<file path="src/rtl/multiply_const_pipe_if.sv">
// Stream interface for multiply_const_pipe.
// Handshake: a beat moves on a rising clk edge when valid && ready are both
// high on that edge; the producer keeps valid and data stable until the beat
// moves, and ready may depend combinationally on the consumer side.
interface multiply_const_pipe_if #(
    parameter int IN_W  = 21,
    parameter int OUT_W = 30
);
    logic             in_valid;
    logic             in_ready;
    logic [IN_W-1:0]  x;
    logic             out_valid;
    logic             out_ready;
    logic [OUT_W-1:0] y;
    logic             sat;

    // Upstream producer and downstream consumer seen together from outside.
    modport master (
        output in_valid, x, out_ready,
        input  in_ready, out_valid, y, sat
    );

    // The multiplier itself.
    modport slave (
        input  in_valid, x, out_ready,
        output in_ready, out_valid, y, sat
    );
endinterface

</file>
<file path="src/rtl/multiply_const_pipe.sv">
// Three-stage unsigned multiply-by-constant with fixed-point shift, optional
// round-half-up and optional saturation. The whole pipeline advances as one
// when the output register is empty or being drained.
module multiply_const_pipe #(
    parameter int IN_W     = 21,
    parameter int CONST    = 43,
    parameter int CONST_W  = 6,
    parameter int OUT_W    = 30,
    parameter int SHIFT    = 0,
    parameter int ROUND    = 0,
    parameter int SATURATE = 1
) (
    input logic                 clk,
    input logic                 rst,
    multiply_const_pipe_if.slave bus
);
    // Constant split into a low half (bits below H) and a high half.
    localparam int H   = CONST_W / 2;
    localparam int PW  = IN_W + CONST_W;
    localparam int PLW = IN_W + H;
    localparam int PHW = IN_W + CONST_W - H;
    localparam int RW  = PW + 1;
    localparam logic [CONST_W-1:0] CV = CONST_W'(CONST);
    localparam logic [RW-1:0] RND =
        (ROUND != 0 && SHIFT > 0) ? (RW'(1) << ((SHIFT > 0) ? SHIFT - 1 : 0)) : '0;

    logic           en;
    logic           v1_q, v2_q, ov_q;
    logic [PLW-1:0] pl_c, pl_q;
    logic [PHW-1:0] ph_c, ph_q;
    logic [PW-1:0]  p_q;
    logic [RW-1:0]  r;
    logic [OUT_W-1:0] y_c, y_q;
    logic           sat_c, sat_q;

    assign en           = !ov_q || bus.out_ready;
    assign bus.in_ready = en;
    assign bus.out_valid = ov_q;
    assign bus.y        = y_q;
    assign bus.sat      = sat_q;

    // Shift-add partial sums for the two halves of the constant.
    always_comb begin
        pl_c = '0;
        ph_c = '0;
        for (int i = 0; i < H; i++) begin
            if (CV[i]) pl_c = pl_c + (PLW'(bus.x) << i);
        end
        for (int i = H; i < CONST_W; i++) begin
            if (CV[i]) ph_c = ph_c + (PHW'(bus.x) << (i - H));
        end
    end

    // Stage valid bits and output register; reset drops everything in flight.
    always_ff @(posedge clk) begin
        if (rst) begin
            v1_q  <= 1'b0;
            v2_q  <= 1'b0;
            ov_q  <= 1'b0;
            y_q   <= '0;
            sat_q <= 1'b0;
        end else if (en) begin
            v1_q  <= bus.in_valid;
            v2_q  <= v1_q;
            ov_q  <= v2_q;
            y_q   <= y_c;
            sat_q <= sat_c;
        end
    end

    // Datapath registers for stages 1 and 2; contents under a bubble are don't-care.
    always_ff @(posedge clk) begin
        if (en) begin
            pl_q <= pl_c;
            ph_q <= ph_c;
            p_q  <= PW'(pl_q) + (PW'(ph_q) << H);
        end
    end

    // Rounding offset and fixed-point shift, one spare bit for the carry.
    always_comb begin
        r = (RW'(p_q) + RND) >> SHIFT;
    end

    generate
        if (OUT_W >= RW) begin : g_wide
            // Output can hold any shifted product: no overflow path exists.
            always_comb begin
                y_c        = '0;
                y_c[RW-1:0] = r;
                sat_c      = 1'b0;
            end
        end else begin : g_narrow
            logic ovf;
            // Clamp or wrap when the shifted product exceeds the output width.
            always_comb begin
                ovf   = |r[RW-1:OUT_W];
                sat_c = ovf && (SATURATE != 0);
                y_c   = sat_c ? '1 : r[OUT_W-1:0];
            end
        end
    endgenerate
endmodule

</file>
<file path="src/flat_wrapper.sv">
// flat-port wrapper written by rule: the top's interface ports become plain ports
module multiply_const_pipe_flat 
#(
    parameter int IN_W     = 21,
    parameter int CONST    = 43,
    parameter int CONST_W  = 6,
    parameter int OUT_W    = 30,
    parameter int SHIFT    = 0,
    parameter int ROUND    = 0,
    parameter int SATURATE = 1
)
  (clk, rst, bus_in_valid, bus_x, bus_out_ready, bus_in_ready, bus_out_valid, bus_y, bus_sat);
  multiply_const_pipe_if #(.IN_W(IN_W), .OUT_W(OUT_W)) bus_i ();
  input logic clk;
  input logic rst;
  input wire logic [$bits(bus_i.in_valid)-1:0] bus_in_valid;
  input wire logic [$bits(bus_i.x)-1:0] bus_x;
  input wire logic [$bits(bus_i.out_ready)-1:0] bus_out_ready;
  output wire logic [$bits(bus_i.in_ready)-1:0] bus_in_ready;
  output wire logic [$bits(bus_i.out_valid)-1:0] bus_out_valid;
  output wire logic [$bits(bus_i.y)-1:0] bus_y;
  output wire logic [$bits(bus_i.sat)-1:0] bus_sat;
  assign bus_i.in_valid = bus_in_valid;
  assign bus_i.x = bus_x;
  assign bus_i.out_ready = bus_out_ready;
  assign bus_in_ready = bus_i.in_ready;
  assign bus_out_valid = bus_i.out_valid;
  assign bus_y = bus_i.y;
  assign bus_sat = bus_i.sat;
  multiply_const_pipe #(.IN_W(IN_W), .CONST(CONST), .CONST_W(CONST_W), .OUT_W(OUT_W), .SHIFT(SHIFT), .ROUND(ROUND), .SATURATE(SATURATE)) u_core (.clk(clk), .rst(rst), .bus(bus_i));
endmodule
</file>
<file path="config.mk">
export PLATFORM = sky130hd
export DESIGN_NAME = multiply_const_pipe_flat
export DESIGN_NICKNAME = d
export VERILOG_FILES = /design/src/rtl/multiply_const_pipe_if.sv /design/src/rtl/multiply_const_pipe.sv /design/src/flat_wrapper.sv
export SDC_FILE = /design/constraint.sdc
export NUM_CORES = 1
export LEC_CHECK = 0
export CORE_MARGIN = 2
export CORE_UTILIZATION = 35
export CTS_BUF_LIST = sky130_fd_sc_hd__clkbuf_4 sky130_fd_sc_hd__clkbuf_8
export DETAILED_ROUTE_END_ITERATION = 10
export GPL_TIMING_DRIVEN = 0
export PLACE_DENSITY_LB_ADDON = 0.05
export RECOVER_POWER = 100
export SLEW_MARGIN = 10
export SYNTH_ARGS = -nofsm -noshare
export SYNTH_HDL_FRONTEND = slang
export SYNTH_SLANG_ARGS = --single-unit
</file>
<file path="constraint.sdc">
create_clock -name clk -period 4.3 [get_ports clk]
set_clock_uncertainty 0.2 [all_clocks]
set_input_delay 0.86 -clock clk [delete_from_list [all_inputs] [get_ports clk]]
set_output_delay 0.86 -clock clk [all_outputs]
set_load 0.05 [all_outputs]
</file>
==> metrics.csv <==
stage,metric,value,unit
placement,portBuffers,52,
clock_network,cts_buffer_depth,2,
die,boundaryPins,58,
drt,drt-pass1-iter-count,4,
synthesis,ys_ff_latch,103,
synthesis,ys_top_cells_by_area,"edfxtp_1 34%, ha_1 12%, dfxtp_1 9.4%",
grt,grt_start_max_net_pins,51,
synthesis,synth.top_cell.area_share,0.342,
grt,grt_first_pass_wirelength,22.6,mm
finish,fin_area,7450,um^2
min_path,min_to,u_core.p_q[1],
critical_path,critical_path_class,input pin to output port,
placement,routabilityCongestion,0.858,
placement,dp_hpwl,10.6,mm
finish,final_core_util,0.415,
critical_path,critical_path_required,3.24,ns
drt,wl_per_cell,14.1,um
finish,area_growth,16.1,%
timing,worst_pin_slew,0.790,ns
grt,gr-total-overflow,0,
min_path,hold_depth,0,
critical_path,critPathCaptureType,output port,
synthesis,avgSynthCellArea,9.79,um^2
clock_network,holdBufCountCts,0,
run_status,status,"finished, final reports clean",
synthesis,synth_edf_count,73,
power_and_ir_drop,irDropWorstVdd,218,uV
synthesis,yosys_warnings,0,
power_and_ir_drop,seqPwrFrac,0.421,
clock_network,clk_pin_slew,0.10,ns
die,core,18000,um^2
critical_path,worst_ep_arrival_time,2.80,ns
synthesis,synth_common_cells,"88 x nand2_1, 82 x a21oi_1, 73 x edfxtp_1, 61 x ha_1, 35 x nor2_1",
placement,place_area,7260,um^2
critical_path,r2r-start,u_core.ph_q[1],
min_path,hold_start,u_core.pl_q[1],
die,dieArea,19400,um^2
synthesis,synth_area_leader_cell,edfxtp_1,
min_path,hp-class,flip-flop to flip-flop,
die,start_util,0.357,
power_and_ir_drop,power_density,474,nW/um^2
clock_network,root_buffer,clkbuf_8,
power_and_ir_drop,netSwitchingPower,1.27,mW
power_and_ir_drop,combPwrFrac,0.407,
critical_path,r2r-end,u_core.p_q[26],
clock_network,cts.sinks,103,
grt,antenna_found_initial,0,
timing,fmax,259,MHz
synthesis,synth-seq-area-share,0.435,
grt,grt_usage,0.142,
finish,num_antenna_cells,0,
power_and_ir_drop,p_leak,3.06,nW
synthesis,synth_flop_cell,edfxtp_1,
clock_network,cts.htree.levels,3,
clock_network,cts_buffers,9,
synthesis,syn_area,6410,um^2
critical_path,r2r_cells,7,
clock_network,cts_tree,yes,
drt,drc,0,
timing,slew_headroom,0.467,
timing,finalCritPeriodShare,0.897,
synthesis,synth.most_common_cell,nand2_1,
drt,viasPerCell,5.08,
timing,slew_viol_final,0,
drt,drt_first_iter_violations,226,
finish,nets,811,
clock_network,clk_latency,0.36,ns
grt,grt_pass1_vias,4665,
power_and_ir_drop,p_int,2.26,mW
drt,totalWireLength,13.5,mm
timing,setup_violations,0,
run,maxCapViolations,0,
synthesis,yosysUniqueCellTypes,57,
die,rows,49,
critical_path,r2r_slack,1.50,ns
timing,fin_crit,3.86,ns
critical_path,cp-start-kind,input pin,
finish,drive_gt1_frac,0.0454,
power_and_ir_drop,clkPwrFrac,0.171,
power_and_ir_drop,sw_frac_of_total,0.361,
critical_path,crit_fanout,50,
drt,ant_nets,0,
die,die_x,139,um
timing,rsz0062_at_grt,no,
synthesis,synth_async_sr_flop_share,0,
die,die_h,139,um
timing,hold_viol,0,
drt,dr_total_vias,4852,
synthesis,syn_inst,655,
worst max-delay path, cell delays in order:
cell	delay (ns)
dlygate4sd3_1	0.53
nor2b_1	0.07
inv_1	0.09
clkbuf_4	0.42
buf_16	0.29
clkbuf_1	0.50
per-layer routing:
metal,share of wire,global-route usage,vias to the layer above
met1,0.50,0.197,2199
met3,0.031,0.0169,26
li1,-,-,2535
met5,0,0,-
met2,0.43,0.221,92
met4,0.030,0.0686,0
cell type report:
cell class                      instances  area [um^2]
Fill cell                            1838        10500
Multi-Input combinational cell        510         3430
Sequential cell                       103         2790
Timing Repair Buffer                   53          542
Tap cell                              229          287
Clock buffer                           13          160
Buffer                                 28          128
Inverter                               17         63.8
Clock inverter                          3         43.8
state kept, by name, summed over array words and instances, names as in the netlist:
signal and flops:
u_core.bus.y 27, u_core.p_q 27, u_core.ph_q 24, u_core.pl_q 22, u_core.bus.out_valid 1, u_core.v1_q 1
u_core.v2_q 1
per-stage QoR:
step | hold slack (ns) | power, mW | setup TNS (ns) | cells | worst slack [ns]
6_report | 0.240 | 3.53 | 0 | 956 | 0.444
4_1_cts | 0.249 | 3.60 | 0 | 956 | 0.115
3_3_place_gp | 0.212 | 2.96 | -0.739 | 939 | -0.739
5_1_grt | 0.258 | 3.79 | 0 | 956 | 0.281
2_1_floorplan | 0.200 | 2.58 | 0 | 658 | 1.02
3_5_place_dp | 0.224 | 2.98 | 0 | 940 | 0.129
power groups by stage:
stage               Sequential [mW]  Clock, mW  Combinational, mW
floorplan                      1.71          0              0.875
CTS                            1.50      0.634               1.47
global route                   1.52      0.671               1.60
detailed placement             1.52          0               1.46
global placement               1.51          0               1.44
finish                         1.49      0.605               1.44
cells by family after synthesis:
| group | Yosys count | share of synthesized area |
|---|---|---|
| AOI/OAI and AO/OA | 200 | 0.198 |
| xor gates and xnor gates | 49 | 0.0669 |
| adders and majority gates | 64 | 0.128 |
| buffers and inverters | 45 | 0.0293 |
| DFF | 103 | 0.435 |
| muxes | 2 | 0.00390 |
| other | 1 | 0.000585 |
| and+or+nand+nor | 191 | 0.137 |
worst max-delay path by stage:
stage / from / to / depth (start not counted) / slack (ns)
global placement: bus_out_ready / bus_in_ready / 5 / -0.74
floorplan: bus_out_ready / bus_in_ready / 3 / 1.02
finish: bus_out_ready / bus_in_ready / 6 / 0.44
CTS: bus_out_ready / bus_in_ready / 6 / 0.11
detailed placement: bus_out_ready / bus_in_ready / 6 / 0.13
global route: bus_out_ready / bus_in_ready / 6 / 0.28
placed cells by master, fill, tap and decap left out, drive strengths merged, types with 6 or more instances in the layout:
cell	n
nand2	88
a21oi	83
edfxtp	73
ha	61
clkbuf	36
nor2	35
dlygate4sd3	33
o21ai	31
xnor2	30
dfxtp	30
a21o	20
xor2	19
clkdlybuf4s50	18
inv	17
nand3	16
nor2b	9
a211oi	8
nand4	8
nand2b	8
a31oi	7
o21bai	7
buf	7
o21a	6
a211o	6
and2	6
timing repair:
action                                  4_1_cts  5_1_grt
endpoints found under the setup margin        0        1
gates resized for setup                       0        1
buffers inserted                              0        0
(Power assumes the default switching activity.)
